## config.mk

```make
export PLATFORM = sky130hd
export DESIGN_NAME = pulse_shaper_flat
export DESIGN_NICKNAME = d
export VERILOG_FILES = /design/src/rtl/util_pkg.sv /design/src/rtl/pulse_shaper_if.sv /design/src/rtl/pulse_shaper_ch.sv /design/src/rtl/pulse_shaper.sv /design/src/flat_wrapper.sv
export SDC_FILE = /design/constraint.sdc
export NUM_CORES = 1
export LEC_CHECK = 0
export ABC_CLOCK_PERIOD_IN_PS = 4300
export CAP_MARGIN = 10
export CORE_UTILIZATION = 59
export DETAILED_ROUTE_END_ITERATION = 6
export HOLD_SLACK_MARGIN = 0.15
export PLACE_DENSITY = 0.86
export SETUP_SLACK_MARGIN = 0.1
export SLEW_MARGIN = 10
export SYNTH_ARGS = -nofsm -noshare
export SYNTH_HDL_FRONTEND = slang
export SYNTH_SLANG_ARGS = --single-unit
```

## constraint.sdc

```tcl
create_clock -name clk -period 4.3 [get_ports clk]
set_input_delay 0.86 -clock clk [delete_from_list [all_inputs] [get_ports clk]]
set_output_delay 0.86 -clock clk [all_outputs]
set_load 0.03 [all_outputs]
```

## src/rtl/util_pkg.sv

```systemverilog
// Shared types and constants for the pulse utilities.
// Holds the per-channel FSM state encoding and the edge-detector reset value.
package util_pkg;

  typedef enum logic [1:0] {
    IDLE   = 2'd0,
    DELAY  = 2'd1,
    ACTIVE = 2'd2
  } pulse_state_t;

  // A high input held through reset must not look like a fresh rising edge.
  localparam logic D_Q_RST = 1'b1;

endpackage

```

## src/rtl/pulse_shaper_if.sv

```systemverilog
// Configuration, event and status bundle for the pulse_shaper block.
// Software/event side is the master; the shaper is the slave.
interface pulse_shaper_if
  import util_pkg::*;
#(
    parameter int CHANNELS = 4,
    parameter int CNT_W    = 8
);
    logic [CHANNELS-1:0]            en;
    logic [CHANNELS-1:0]            d;
    logic [CHANNELS-1:0][CNT_W-1:0] cfg_delay;
    logic [CHANNELS-1:0][CNT_W-1:0] cfg_width;
    logic [CHANNELS-1:0]            cfg_retrig;
    logic [CHANNELS-1:0]            ovr_clr;
    logic [CHANNELS-1:0]            q;
    logic [CHANNELS-1:0]            busy;
    logic [CHANNELS-1:0]            overrun;
    pulse_state_t [CHANNELS-1:0]    state;

    modport master (
        output en, d, cfg_delay, cfg_width, cfg_retrig, ovr_clr,
        input  q, busy, overrun, state
    );

    modport slave (
        input  en, d, cfg_delay, cfg_width, cfg_retrig, ovr_clr,
        output q, busy, overrun, state
    );
endinterface

```

## src/rtl/pulse_shaper_ch.sv

```systemverilog
// One pulse delay/stretch channel: rising-edge detect, IDLE/DELAY/ACTIVE FSM,
// down-counter with latched width, and a sticky overrun flag.
module pulse_shaper_ch
  import util_pkg::*;
#(
    parameter int CNT_W = 8
) (
    input  logic             clk,
    input  logic             rst,
    input  logic             en,
    input  logic             d,
    input  logic [CNT_W-1:0] cfg_delay,
    input  logic [CNT_W-1:0] cfg_width,
    input  logic             cfg_retrig,
    input  logic             ovr_clr,
    output logic             q,
    output logic             busy,
    output logic             overrun,
    output pulse_state_t     state
);
    localparam logic [CNT_W-1:0] CNT_ONE = CNT_W'(1);

    logic             d_q;
    logic             trig;
    logic [CNT_W-1:0] cnt;
    logic [CNT_W-1:0] w_lat;

    pulse_state_t     acc_state;
    logic [CNT_W-1:0] acc_cnt;

    assign trig = d & ~d_q & en;

    // Outcome of accepting a trigger from IDLE or from the last ACTIVE cycle.
    always_comb begin
        acc_state = IDLE;
        acc_cnt   = '0;
        if (cfg_width != '0) begin
            if (cfg_delay == '0) begin
                acc_state = ACTIVE;
                acc_cnt   = cfg_width;
            end else begin
                acc_state = DELAY;
                acc_cnt   = cfg_delay;
            end
        end
    end

    always_ff @(posedge clk) begin
        if (rst) begin
            d_q     <= D_Q_RST;
            state   <= IDLE;
            cnt     <= '0;
            w_lat   <= '0;
            q       <= 1'b0;
            busy    <= 1'b0;
            overrun <= 1'b0;
        end else begin
            d_q <= d;
            if (ovr_clr) overrun <= 1'b0;
            if (!en) begin
                state <= IDLE;
                cnt   <= '0;
                q     <= 1'b0;
                busy  <= 1'b0;
            end else begin
                unique case (state)
                    IDLE: begin
                        if (trig) begin
                            state <= acc_state;
                            cnt   <= acc_cnt;
                            w_lat <= cfg_width;
                            q     <= (acc_state == ACTIVE);
                            busy  <= (acc_state != IDLE);
                        end
                    end
                    DELAY: begin
                        if (trig) overrun <= 1'b1;
                        if (cnt == CNT_ONE) begin
                            state <= ACTIVE;
                            cnt   <= w_lat;
                            q     <= 1'b1;
                        end else begin
                            cnt <= cnt - CNT_ONE;
                        end
                    end
                    ACTIVE: begin
                        if (cnt == CNT_ONE) begin
                            if (trig) begin
                                state <= acc_state;
                                cnt   <= acc_cnt;
                                w_lat <= cfg_width;
                                q     <= (acc_state == ACTIVE);
                                busy  <= (acc_state != IDLE);
                            end else begin
                                state <= IDLE;
                                q     <= 1'b0;
                                busy  <= 1'b0;
                            end
                        end else if (trig && cfg_retrig && cfg_width != '0) begin
                            cnt <= cfg_width;
                        end else begin
                            // A zero-width retrigger is ignored, like a zero-width trigger in IDLE.
                            if (trig && !cfg_retrig) overrun <= 1'b1;
                            cnt <= cnt - CNT_ONE;
                        end
                    end
                    default: begin
                        state <= IDLE;
                        q     <= 1'b0;
                        busy  <= 1'b0;
                    end
                endcase
            end
        end
    end
endmodule

```

## src/rtl/pulse_shaper.sv

```systemverilog
// Multi-channel programmable pulse delay/stretch engine.
// Pure replication of independent channels; no cross-channel logic.
module pulse_shaper
  import util_pkg::*;
#(
    parameter int CHANNELS = 4,
    parameter int CNT_W    = 8
) (
    input logic           clk,
    input logic           rst,
    pulse_shaper_if.slave ps
);
    for (genvar i = 0; i < CHANNELS; i++) begin : g_ch
        pulse_shaper_ch #(.CNT_W(CNT_W)) u_ch (
            .clk        (clk),
            .rst        (rst),
            .en         (ps.en[i]),
            .d          (ps.d[i]),
            .cfg_delay  (ps.cfg_delay[i]),
            .cfg_width  (ps.cfg_width[i]),
            .cfg_retrig (ps.cfg_retrig[i]),
            .ovr_clr    (ps.ovr_clr[i]),
            .q          (ps.q[i]),
            .busy       (ps.busy[i]),
            .overrun    (ps.overrun[i]),
            .state      (ps.state[i])
        );
    end
endmodule

```

## src/flat_wrapper.sv

```systemverilog
// flat-port wrapper written by rule: the top's interface ports become plain ports
module pulse_shaper_flat import util_pkg::*;
#(
    parameter int CHANNELS = 4,
    parameter int CNT_W    = 8
)
  (clk, rst, ps_en, ps_d, ps_cfg_delay, ps_cfg_width, ps_cfg_retrig, ps_ovr_clr, ps_q, ps_busy, ps_overrun, ps_state);
  pulse_shaper_if #(.CHANNELS(CHANNELS), .CNT_W(CNT_W)) ps_i ();
  input logic clk;
  input logic rst;
  input wire logic [$bits(ps_i.en)-1:0] ps_en;
  input wire logic [$bits(ps_i.d)-1:0] ps_d;
  input wire logic [$bits(ps_i.cfg_delay)-1:0] ps_cfg_delay;
  input wire logic [$bits(ps_i.cfg_width)-1:0] ps_cfg_width;
  input wire logic [$bits(ps_i.cfg_retrig)-1:0] ps_cfg_retrig;
  input wire logic [$bits(ps_i.ovr_clr)-1:0] ps_ovr_clr;
  output wire logic [$bits(ps_i.q)-1:0] ps_q;
  output wire logic [$bits(ps_i.busy)-1:0] ps_busy;
  output wire logic [$bits(ps_i.overrun)-1:0] ps_overrun;
  output wire logic [$bits(ps_i.state)-1:0] ps_state;
  assign ps_i.en = ps_en;
  assign ps_i.d = ps_d;
  assign ps_i.cfg_delay = ps_cfg_delay;
  assign ps_i.cfg_width = ps_cfg_width;
  assign ps_i.cfg_retrig = ps_cfg_retrig;
  assign ps_i.ovr_clr = ps_ovr_clr;
  assign ps_q = ps_i.q;
  assign ps_busy = ps_i.busy;
  assign ps_overrun = ps_i.overrun;
  assign ps_state = ps_i.state;
  pulse_shaper #(.CHANNELS(CHANNELS), .CNT_W(CNT_W)) u_core (.clk(clk), .rst(rst), .ps(ps_i));
endmodule
```

==> flow_summary.ini <==
[timing]
tightestPinTransition_ns = 0.789
setup_viol = 0
tns_ns = 0
clock_skew_ns = 0.0123
finalMaxSlewViolations = 0
rsz0062_at_grt = false
max_slew_margin_pct = 46.9
fin_crit_ns = 2.97
finalCritPeriodShare_pct = 69.1
holdWs_ns = 0.461
max_freq_mhz = 336
hold_viol = 0

[logic_synthesis]
synth_xor_area_share_pct = 2.68
synthAdderAreaFrac_pct = 5.37
synth_warnings = 0
yosys.area_share.simple_pct = 23.6
netlist_instances = 800
synth_flop_cell = dfxtp_1
synthArstFlopShare_pct = 0
yosys.cell_types.count = 75
syn_nets = 910
synthesis.area_mm2 = 0.00653
seq_area_frac_synth_pct = 27.0
synth_compound_area_share_pct = 28.2
ys_ff_latch = 88
syn_area_per_cell_um2 = 8.16
synth_top_family_by_area = compound AO/OA/AOI/OAI gates
synth.mux.area_fraction_pct = 7.13
synth-edff-count = 0

[global_routing]
grt_use_met3_pct = 5.59
grt_max_degree = 48
grt_util_met2_pct = 53.1
grt_util_all_layers_pct = 33.1
grt_pass1_vias = 6423
met1_usage_pct = 43.1
grt_pass1_wl_um = 30600
overflow = 0
gr-max-usage-layer = met2
antenna_found_initial = 0

[drt]
firstDrtPassIters = 5
wl_per_cell_um = 18.7
num_vias = 6831
drt_iter0_drc = 660
finalWirelength_um = 19000
ant_nets = 0
vias_per_cell = 6.74
route.detailed.drc = 0

[critical_path]
cp_max_fo = 14
arrival_ns = 3.24
startpoint_type = primary input
crit_required_ns = 4.57
end_kind = flop
crit_type = in -> reg

[die]
die_x_um = 107
die_area_mm2 = 0.0115
fp-row-count = 38
start_util_pct = 60.5
io_pins = 102
core_area_mm2 = 0.0108
die_y_um = 107

[power_and_ir_drop]
irDropWorstVdd_mv = 0.190
combPwrFrac_pct = 16.7
p_int_w = 0.00122
p_leak_nw = 2.73
p_seq_share_pct = 49.6
netSwitchingPower_w = 0.000473
switching_share_pct = 27.9
power_frac_clock_pct = 33.7
power_w = 0.00170
pwr_density_cell_mw_per_mm2 = 221

[place]
port_buffers = 101
routabilityCongestion = 1.03
hpwlAfterDp_um = 13800

[clock_network]
path_clk_slew_ns = 0.08
cts_tree = built
cts_buffer_depth = 2
ctsResizeCount = 0
cts_sinks = 88
post_cts.repair.setup_buffers = 0
clk_latency_ns = 0.38
htreeDepth = 3
hold_buffers = 0
numCtsBuffers = 9
cts-root-buf = clkbuf_8

[finish]
multiInputGateArea_mm2 = 0.00438
fillers = 864
nets = 978
area_growth_pct = 17.6
seq_area_mm2 = 0.00176
layout-drive-gt1-share_pct = 6.30
num_antenna_cells = 0

[status]
status = completed

[flow_run]
max-cap-violations = 0

[min_path]
hold_class = reg -> reg
[metal layers]
| layer | vias to the layer above | share of wire [%] |
|---|---|---|
| li1 | 3197 | - |
| met1 | 3179 | 42 |
| met2 | 386 | 46 |
| met3 | 69 | 8.4 |
| met4 | 0 | 3.1 |
| met5 | - | 0 |
[area by class of cell]
class	count	share of cell area [%]
clock inverters	3	0.196
inverters	37	1.81
well taps	140	2.28
repair buffers	105	13.6
multi-input cells	627	57.0
flip-flops and latches	88	23.0
clock buffers	13	2.20
[cell usage after synthesis, types with 9 or more instances]
cell type	instances	area share (%)
a211oi_1	23	2.6
buf_4	14	1.6
and2_1	9	0.86
a211o_1	15	2.0
nand2_1	57	3.3
or4_1	12	1.4
a21oi_1	49	3.8
nand2b_1	13	1.2
ha_1	28	5.4
xnor2_1	15	2.0
clkbuf_1	25	1.4
o211ai_1	19	2.2
nor4_1	18	1.7
a221oi_1	20	2.7
o41a_1	10	1.7
or3_1	13	1.2
a31oi_1	29	2.8
mux2i_1	42	6.4
o21ai_0	24	1.8
nand3_1	18	1.4
dfxtp_1	88	27
inv_1	37	2.1
nor2_1	78	4.5
[cells by family (layout without fill, tap and decap cells)]
| family | Yosys count | in the layout |
|---|---|---|
| simple gates | 279 | 279 |
| compound gates | 254 | 254 |
| flops | 88 | 88 |
| buf+inv | 85 | 158 |
| mux | 46 | 46 |
| fa+ha+maj | 28 | 28 |
| xor+xnor | 20 | 20 |
[through the flow]
step / cells / util, % / area [um^2] / setup slack [ns]
floorplan: 800 / - / 6530 / 1.77
global placement: 997 / 69.4 / 7490 / 0.949
detailed placement: 997 / 69.4 / 7490 / 0.956
CTS: 1013 / 71.1 / 7680 / 1.37
global route: 1013 / 71.1 / 7680 / 1.17
finish: 1013 / 71.1 / 7680 / 1.33
[registers in the layout (all words and copies together) (netlist names)]
| signal | flops |
|---|---|
| u_core.g_ch.u_ch.state | 8 |
| u_core.g_ch.u_ch.w_lat | 32 |
| u_core.g_ch.u_ch.d_q | 4 |
| u_core.g_ch.u_ch.overrun | 4 |
| u_core.g_ch.u_ch.cnt | 32 |
| u_core.g_ch.u_ch.q | 4 |
| u_core.g_ch.u_ch.busy | 4 |
[power by group through the flow]
stage	Sequential, W	Combinational (W)	Clock (W)
after floorplan	0.000858	0.000140	0
after global placement	0.000860	0.000272	0
after detailed placement	0.000861	0.000276	0
after CTS	0.000842	0.000277	0.000576
after global routing	0.000844	0.000303	0.000610
final	0.000842	0.000283	0.000571
[path summary, 6_finish.rpt]
| path | start | to | slack (ns) | cells past startpoint |
|---|---|---|---|---|
| max reg2reg | u_core.g_ch[1].u_ch.cnt[0]$_SDFFE_PP0P_ | u_core.g_ch[1].u_ch.state[0]$_SDFFE_PP0P_ | 1.52 | 6 |
| max | ps_cfg_width[1] | u_core.g_ch[0].u_ch.cnt[3]$_SDFFE_PP0P_ | 1.33 | 6 |
| min | u_core.g_ch[1].u_ch.q$_SDFFE_PP0P_ | u_core.g_ch[1].u_ch.q$_SDFFE_PP0P_ | 0.46 | 2 |
| min reg2reg | u_core.g_ch[1].u_ch.q$_SDFFE_PP0P_ | u_core.g_ch[1].u_ch.q$_SDFFE_PP0P_ | 0.46 | 2 |
[cells in the final DEF, fill, tap and decap left out, drive strengths merged, types with 5 or more instances in the layout]
cell,instances
xnor2,15
a21oi,53
mux2i,42
nand2b,13
nor4b,5
a221oi,20
o211ai,22
nor2,79
a2bb2oi,5
o21ai,27
nand2,57
nor4,21
inv,37
and2,10
or4b,5
xor2,5
a211o,15
nand3b,5
dfxtp,88
nor3,8
and3,6
or4,13
clkdlybuf4s50,101
a311oi,7
nand3,18
a31oi,29
ha,28
o22ai,7
or2,5
or3,15
o41a,10
a211oi,23
clkbuf,13
[critical path: stages]
cell and delay, ns:
clkdlybuf4s50_1 0.53, or4_1 0.59, o211ai_2 0.61, mux2i_1 0.25, o221ai_1 0.13, o221a_2 0.26
Power figures use the tool's default switching activity.
